File: src/rtl/dma_chn_sched.sv
// Channel request scheduler for the 16-channel DMA. It latches requests, arbitrates
// through the external priority decoder, then launches and tracks one transfer at a time.
module dma_chn_sched #(
  parameter int          CHN_MUX_W = 4,
  parameter int          TMO_W     = 16,
  parameter int unsigned TMO_MAX   = 16'hFFFF
) (
  input  logic                 hclk,
  input  logic                 hrst,
  input  logic [15:0]          chn_req,
  input  logic [15:0]          chn_en,
  output logic [15:0]          chntrg_all,
  input  logic [15:0]          actv_chn_cod,
  output logic [15:0]          chn_ack,
  output logic                 xfer_start,
  output logic [CHN_MUX_W-1:0] xfer_chn,
  input  logic                 xfer_done,
  input  logic                 xfer_err,
  output logic                 chn_busy,
  output logic [15:0]          chn_done_int,
  output logic [15:0]          chn_err_int
);

  localparam logic [1:0] S_IDLE = 2'd0;
  localparam logic [1:0] S_ARB  = 2'd1;
  localparam logic [1:0] S_BUSY = 2'd2;

  localparam bit               TMO_EN   = (TMO_MAX != 0);
  localparam logic [TMO_W-1:0] TMO_LAST = TMO_W'(TMO_MAX - 1);

  logic [1:0]           state_q, state_d;
  logic [15:0]          pend_q, pend_d;
  logic [CHN_MUX_W-1:0] xfer_chn_q, xfer_chn_d;
  logic [TMO_W-1:0]     tmo_cnt_q, tmo_cnt_d;
  logic [15:0]          ack_q, ack_d;
  logic                 start_q, start_d;
  logic [15:0]          done_q, done_d;
  logic [15:0]          err_q, err_d;

  logic [15:0]          grant_vec;
  logic [CHN_MUX_W-1:0] cod_idx;
  logic                 cod_ok;
  logic [15:0]          chn_oh;
  logic                 tmo_hit;

  assign chntrg_all   = pend_q & chn_en;
  assign chn_ack      = ack_q;
  assign xfer_start   = start_q;
  assign xfer_chn     = xfer_chn_q;
  assign chn_busy     = (state_q != S_IDLE);
  assign chn_done_int = done_q;
  assign chn_err_int  = err_q;

  assign chn_oh  = 16'd1 << xfer_chn_q;
  assign tmo_hit = TMO_EN && (tmo_cnt_q == TMO_LAST);

  // A decoder code is trusted only when exactly one bit is set.
  always_comb begin
    cod_idx = '0;
    for (int i = 0; i < 16; i++) begin
      if (actv_chn_cod[i]) cod_idx = CHN_MUX_W'(i);
    end
    cod_ok = (actv_chn_cod != 16'd0) &&
             ((actv_chn_cod & (actv_chn_cod - 16'd1)) == 16'd0);
  end

  always_comb begin
    state_d    = state_q;
    xfer_chn_d = xfer_chn_q;
    tmo_cnt_d  = tmo_cnt_q;
    ack_d      = '0;
    start_d    = 1'b0;
    done_d     = '0;
    err_d      = '0;
    grant_vec  = '0;
    case (state_q)
      S_IDLE: begin
        if (chntrg_all != 16'd0) state_d = S_ARB;
      end
      S_ARB: begin
        if (cod_ok) begin
          grant_vec  = actv_chn_cod;
          xfer_chn_d = cod_idx;
          ack_d      = actv_chn_cod;
          start_d    = 1'b1;
          tmo_cnt_d  = '0;
          state_d    = S_BUSY;
        end else begin
          state_d = S_IDLE;
        end
      end
      S_BUSY: begin
        tmo_cnt_d = tmo_cnt_q + 1'b1;
        // Error (bus or watchdog) takes precedence over a simultaneous done.
        if (xfer_err || tmo_hit) begin
          err_d   = chn_oh;
          state_d = S_IDLE;
        end else if (xfer_done) begin
          done_d  = chn_oh;
          state_d = S_IDLE;
        end
      end
      default: state_d = S_IDLE;
    endcase
    // Disable and grant both clear, and win over a request still held high.
    pend_d = (pend_q | chn_req) & ~grant_vec & chn_en;
  end

  always_ff @(posedge hclk or posedge hrst) begin
    if (hrst) begin
      state_q    <= S_IDLE;
      pend_q     <= '0;
      xfer_chn_q <= '0;
      tmo_cnt_q  <= '0;
      ack_q      <= '0;
      start_q    <= 1'b0;
      done_q     <= '0;
      err_q      <= '0;
    end else begin
      state_q    <= state_d;
      pend_q     <= pend_d;
      xfer_chn_q <= xfer_chn_d;
      tmo_cnt_q  <= tmo_cnt_d;
      ack_q      <= ack_d;
      start_q    <= start_d;
      done_q     <= done_d;
      err_q      <= err_d;
    end
  end

endmodule

File: config.mk
export PLATFORM = sky130hd
export DESIGN_NAME = dma_chn_sched
export DESIGN_NICKNAME = d
export VERILOG_FILES = /design/src/rtl/dma_chn_sched.sv
export SDC_FILE = /design/constraint.sdc
export NUM_CORES = 1
export LEC_CHECK = 0
export BUFFER_PORTS_ARGS = -buffer_cell sky130_fd_sc_hd__buf_2
export CAP_MARGIN = 0
export CORE_ASPECT_RATIO = 1.2
export CORE_MARGIN = 1
export CORE_UTILIZATION = 35
export DETAILED_ROUTE_END_ITERATION = 7
export GPL_ROUTABILITY_DRIVEN = 0
export PLACE_DENSITY = 0.65
export SYNTH_ARGS = -nofsm -noshare
export SYNTH_HDL_FRONTEND = slang
export SYNTH_SLANG_ARGS = --single-unit
File: constraint.sdc
create_clock -name hclk -period 5.5 [get_ports hclk]
set_input_delay 1.375 -clock hclk [delete_from_list [all_inputs] [get_ports hclk]]
set_output_delay 1.375 -clock hclk [all_outputs]
set_load 0.01 [all_outputs]
==> impl_metrics.ini <==
[outcome]
status = finished, final reports clean

[clock_network]
cts.sinks = 87
cts_tree = built
hold_buffers = 0
post_cts_buffers = 0
clk_latency_ns = 0.34
cts-root-buf = clkbuf_16
cts_max_level = 3
cts_buffers = 9
clkTransAtPathRegs_ns = 0.06
cts_resized = 0
clock_path_buffers = 2

[logic_synthesis]
ys_async_sr_fraction_pct = 100
yosysSeqAreaShare_pct = 59.3
synthFlopType = dfrtp_1
synth.distinct_cells = 43
synthesis.area_sq_um = 3670
yosysTopAreaCell = dfrtp_1
ys_seq_elements = 87
synthCells = 353
synth.avg_cell_area_sq_um = 10.4
netlist.area_leader.share_pct = 59.3
ys_top_cells_by_area = dfrtp_1 59%, nor2_1 5.5%, and2_1 5.1%, o21ai_0 3.7%, a21oi_1 2.6%
syn_nets = 407
synth_edf_count = 0
ys_warn_count = 0

[detailed_routing]
via_per_inst = 4.98
first_pass_iters = 4
final_antenna_net_count = 0
routedWlPerCell_um = 14.3
vias = 3009
wl_um = 8660
drc_errors = 0
drt_first_iter_violations = 103

[setup_path]
path_cells = buf_2 -> nor4_2 -> nand2_1 -> a2111oi_0 -> o32ai_2 -> nor2_8 -> mux2_2
cp_max_fo = 44
critical_path.top_delay_family = simple AND/OR/NAND/NOR gates
startpoint_type = input port
worstRegToRegCells = 5
path_class = in -> reg
slowest_delay_ns = 0.66
crit_path_top_delay_cell = a2111oi_0
worstPathRequired_ns = 5.72
worstSetupEndpointType = register
path_buf_inv = 1
cp.depth = 7
critPathArrivalTime_ns = 4.03

[power]
ir_drop_mv = 0.157
power_uw = 1340
power_per_cell_area_nw_per_um2 = 288
p_leak_uw = 0.00237

[global_routing]
grt_usage_pct = 16.8
grt_pass1_vias = 2906
antenna_found_initial = 0
grt_max_degree = 56
grt_pass1_wl_um = 13900
gr-total-overflow = 0

[sta]
grt_setup_unrepaired = no
fmax_ghz = 0.263
setup_tns_ns = 0
slew_headroom_pct = 46.7
finalSetupViolations = 0
period_minus_slack_ns = 3.80
final_max_slew_viol_count = 0
tightestPinTransition_ns = 0.800
finClkSkew_ns = 0.00959
min_period_over_period_pct = 69.1
hold_viol = 0

[place]
port_buffers = 121
hpwl_um = 6470
placed_cells = 588

[run]
maxCapViolCount = 0

[floorplan]
die_h_um = 114
ios = 122
dieWidth_um = 95.5
die_area_sq_um = 10900
core-area_sq_um = 10100
start_util_pct = 36.3
num_rows = 40

[final_layout]
final_cell_mix = 121 x buf_2, 87 x dfrtp_1, 54 x nor2_1
drive_above_1_share_pct = 31.6
final_util_pct = 46.0
instances_no_fill = 604
layout_commonest_cell = buf_2
syn2layout_area_growth_pct = 26.5
fin_nets = 527
diodes = 0

[worst_hold_path]
whs_path_depth = 2
min_path_type = reg -> reg
-- per-stage QoR --
stage               setup slack [ns]  hold WS [ns]  cell area, sq um
floorplan                       1.87         0.480              3670
global placement                1.58         0.505              4360
detailed placement              1.44         0.510              4360
CTS                             1.77         0.532              4650
global route                    1.52         0.577              4650
finish                          1.70         0.521              4650
-- where the power goes --
group,internal (uW),switching [uW],total (uW),leakage [uW]
clock,323,250,573,0.000138
sequential,653,8.57,661,0.00110
combinational,41.0,61.3,102,0.00113
-- per-layer routing --
metal	track usage (%)	wire (um)	vias up	part of all wire, %
met2	27.6	4260	109	49
met4	6.97	208	0	2.4
met3	4.58	529	13	6.1
met1	20.6	3660	1434	42
met5	0	0	-	0
li1	-	-	1453	-
-- layout make-up --
class / instances / area [sq um]
Tap cell: 126 / 158
Fill cell: 994 / 5460
Clock inverter: 5 / 41.3
Clock buffer: 11 / 243
Timing Repair Buffer: 122 / 613
Inverter: 9 / 35.0
Sequential cell: 87 / 2180
Multi-Input combinational cell: 244 / 1380
-- cell families after synthesis --
logic type / after synthesis / share of synthesized area, %
compound gates: 68 / 11.0
xor+xnor: 5 / 1.19
fa+ha+maj: 4 / 1.26
buf+inv: 22 / 3.13
flops: 87 / 59.3
mux: 3 / 0.886
simple gates: 164 / 23.2
-- sequential cells by signal, indices dropped and copies added, names as in the netlist --
name and cells:
chn_err_int 16, chn_ack 16, chn_done_int 16, tmo_cnt_q 16, state_q 2, pend_q 16
xfer_chn 4, xfer_start 1
-- path summary, 6_finish.rpt --
check                                     start              to  slack (ns)
worst min register to register        pend_q[9]       pend_q[9]        0.52
max in group asynchronous                  hrst    tmo_cnt_q[9]        3.37
worst max-delay path            actv_chn_cod[2]     xfer_chn[3]        1.70
worst max register to register       state_q[1]     xfer_chn[3]        3.11
worst min-delay path                  pend_q[9]       pend_q[9]        0.52
min in group asynchronous                  hrst  chn_err_int[3]        1.06
-- synth_stat cells (2+ instances only) --
cell type / n
a2111oi_0: 3
a211o_1: 2
a211oi_1: 2
a21oi_1: 19
and2_1: 30
and3_1: 2
and4_1: 2
buf_1: 3
buf_2: 2
buf_4: 2
buf_6: 3
clkbuf_1: 3
dfrtp_1: 87
ha_1: 2
inv_1: 9
mux2_2: 2
nand2_1: 22
nand2b_1: 3
nand3_1: 12
nand4_1: 7
nor2_1: 54
nor2b_1: 3
nor3_1: 8
nor4_1: 3
nor4_2: 3
o211ai_1: 4
o21ai_0: 27
o21ai_1: 3
o31ai_1: 2
or2_2: 5
or3_1: 5
or4_1: 4
xor2_1: 5
-- worst reg2reg max path, delay by kind of cell (launching register included) --
family,cells,cell delay [ns]
mux,1,0.40
simple gates,2,1.07
compound gates,2,0.38
flops,1,0.43
Power figures use the tool's default switching activity.
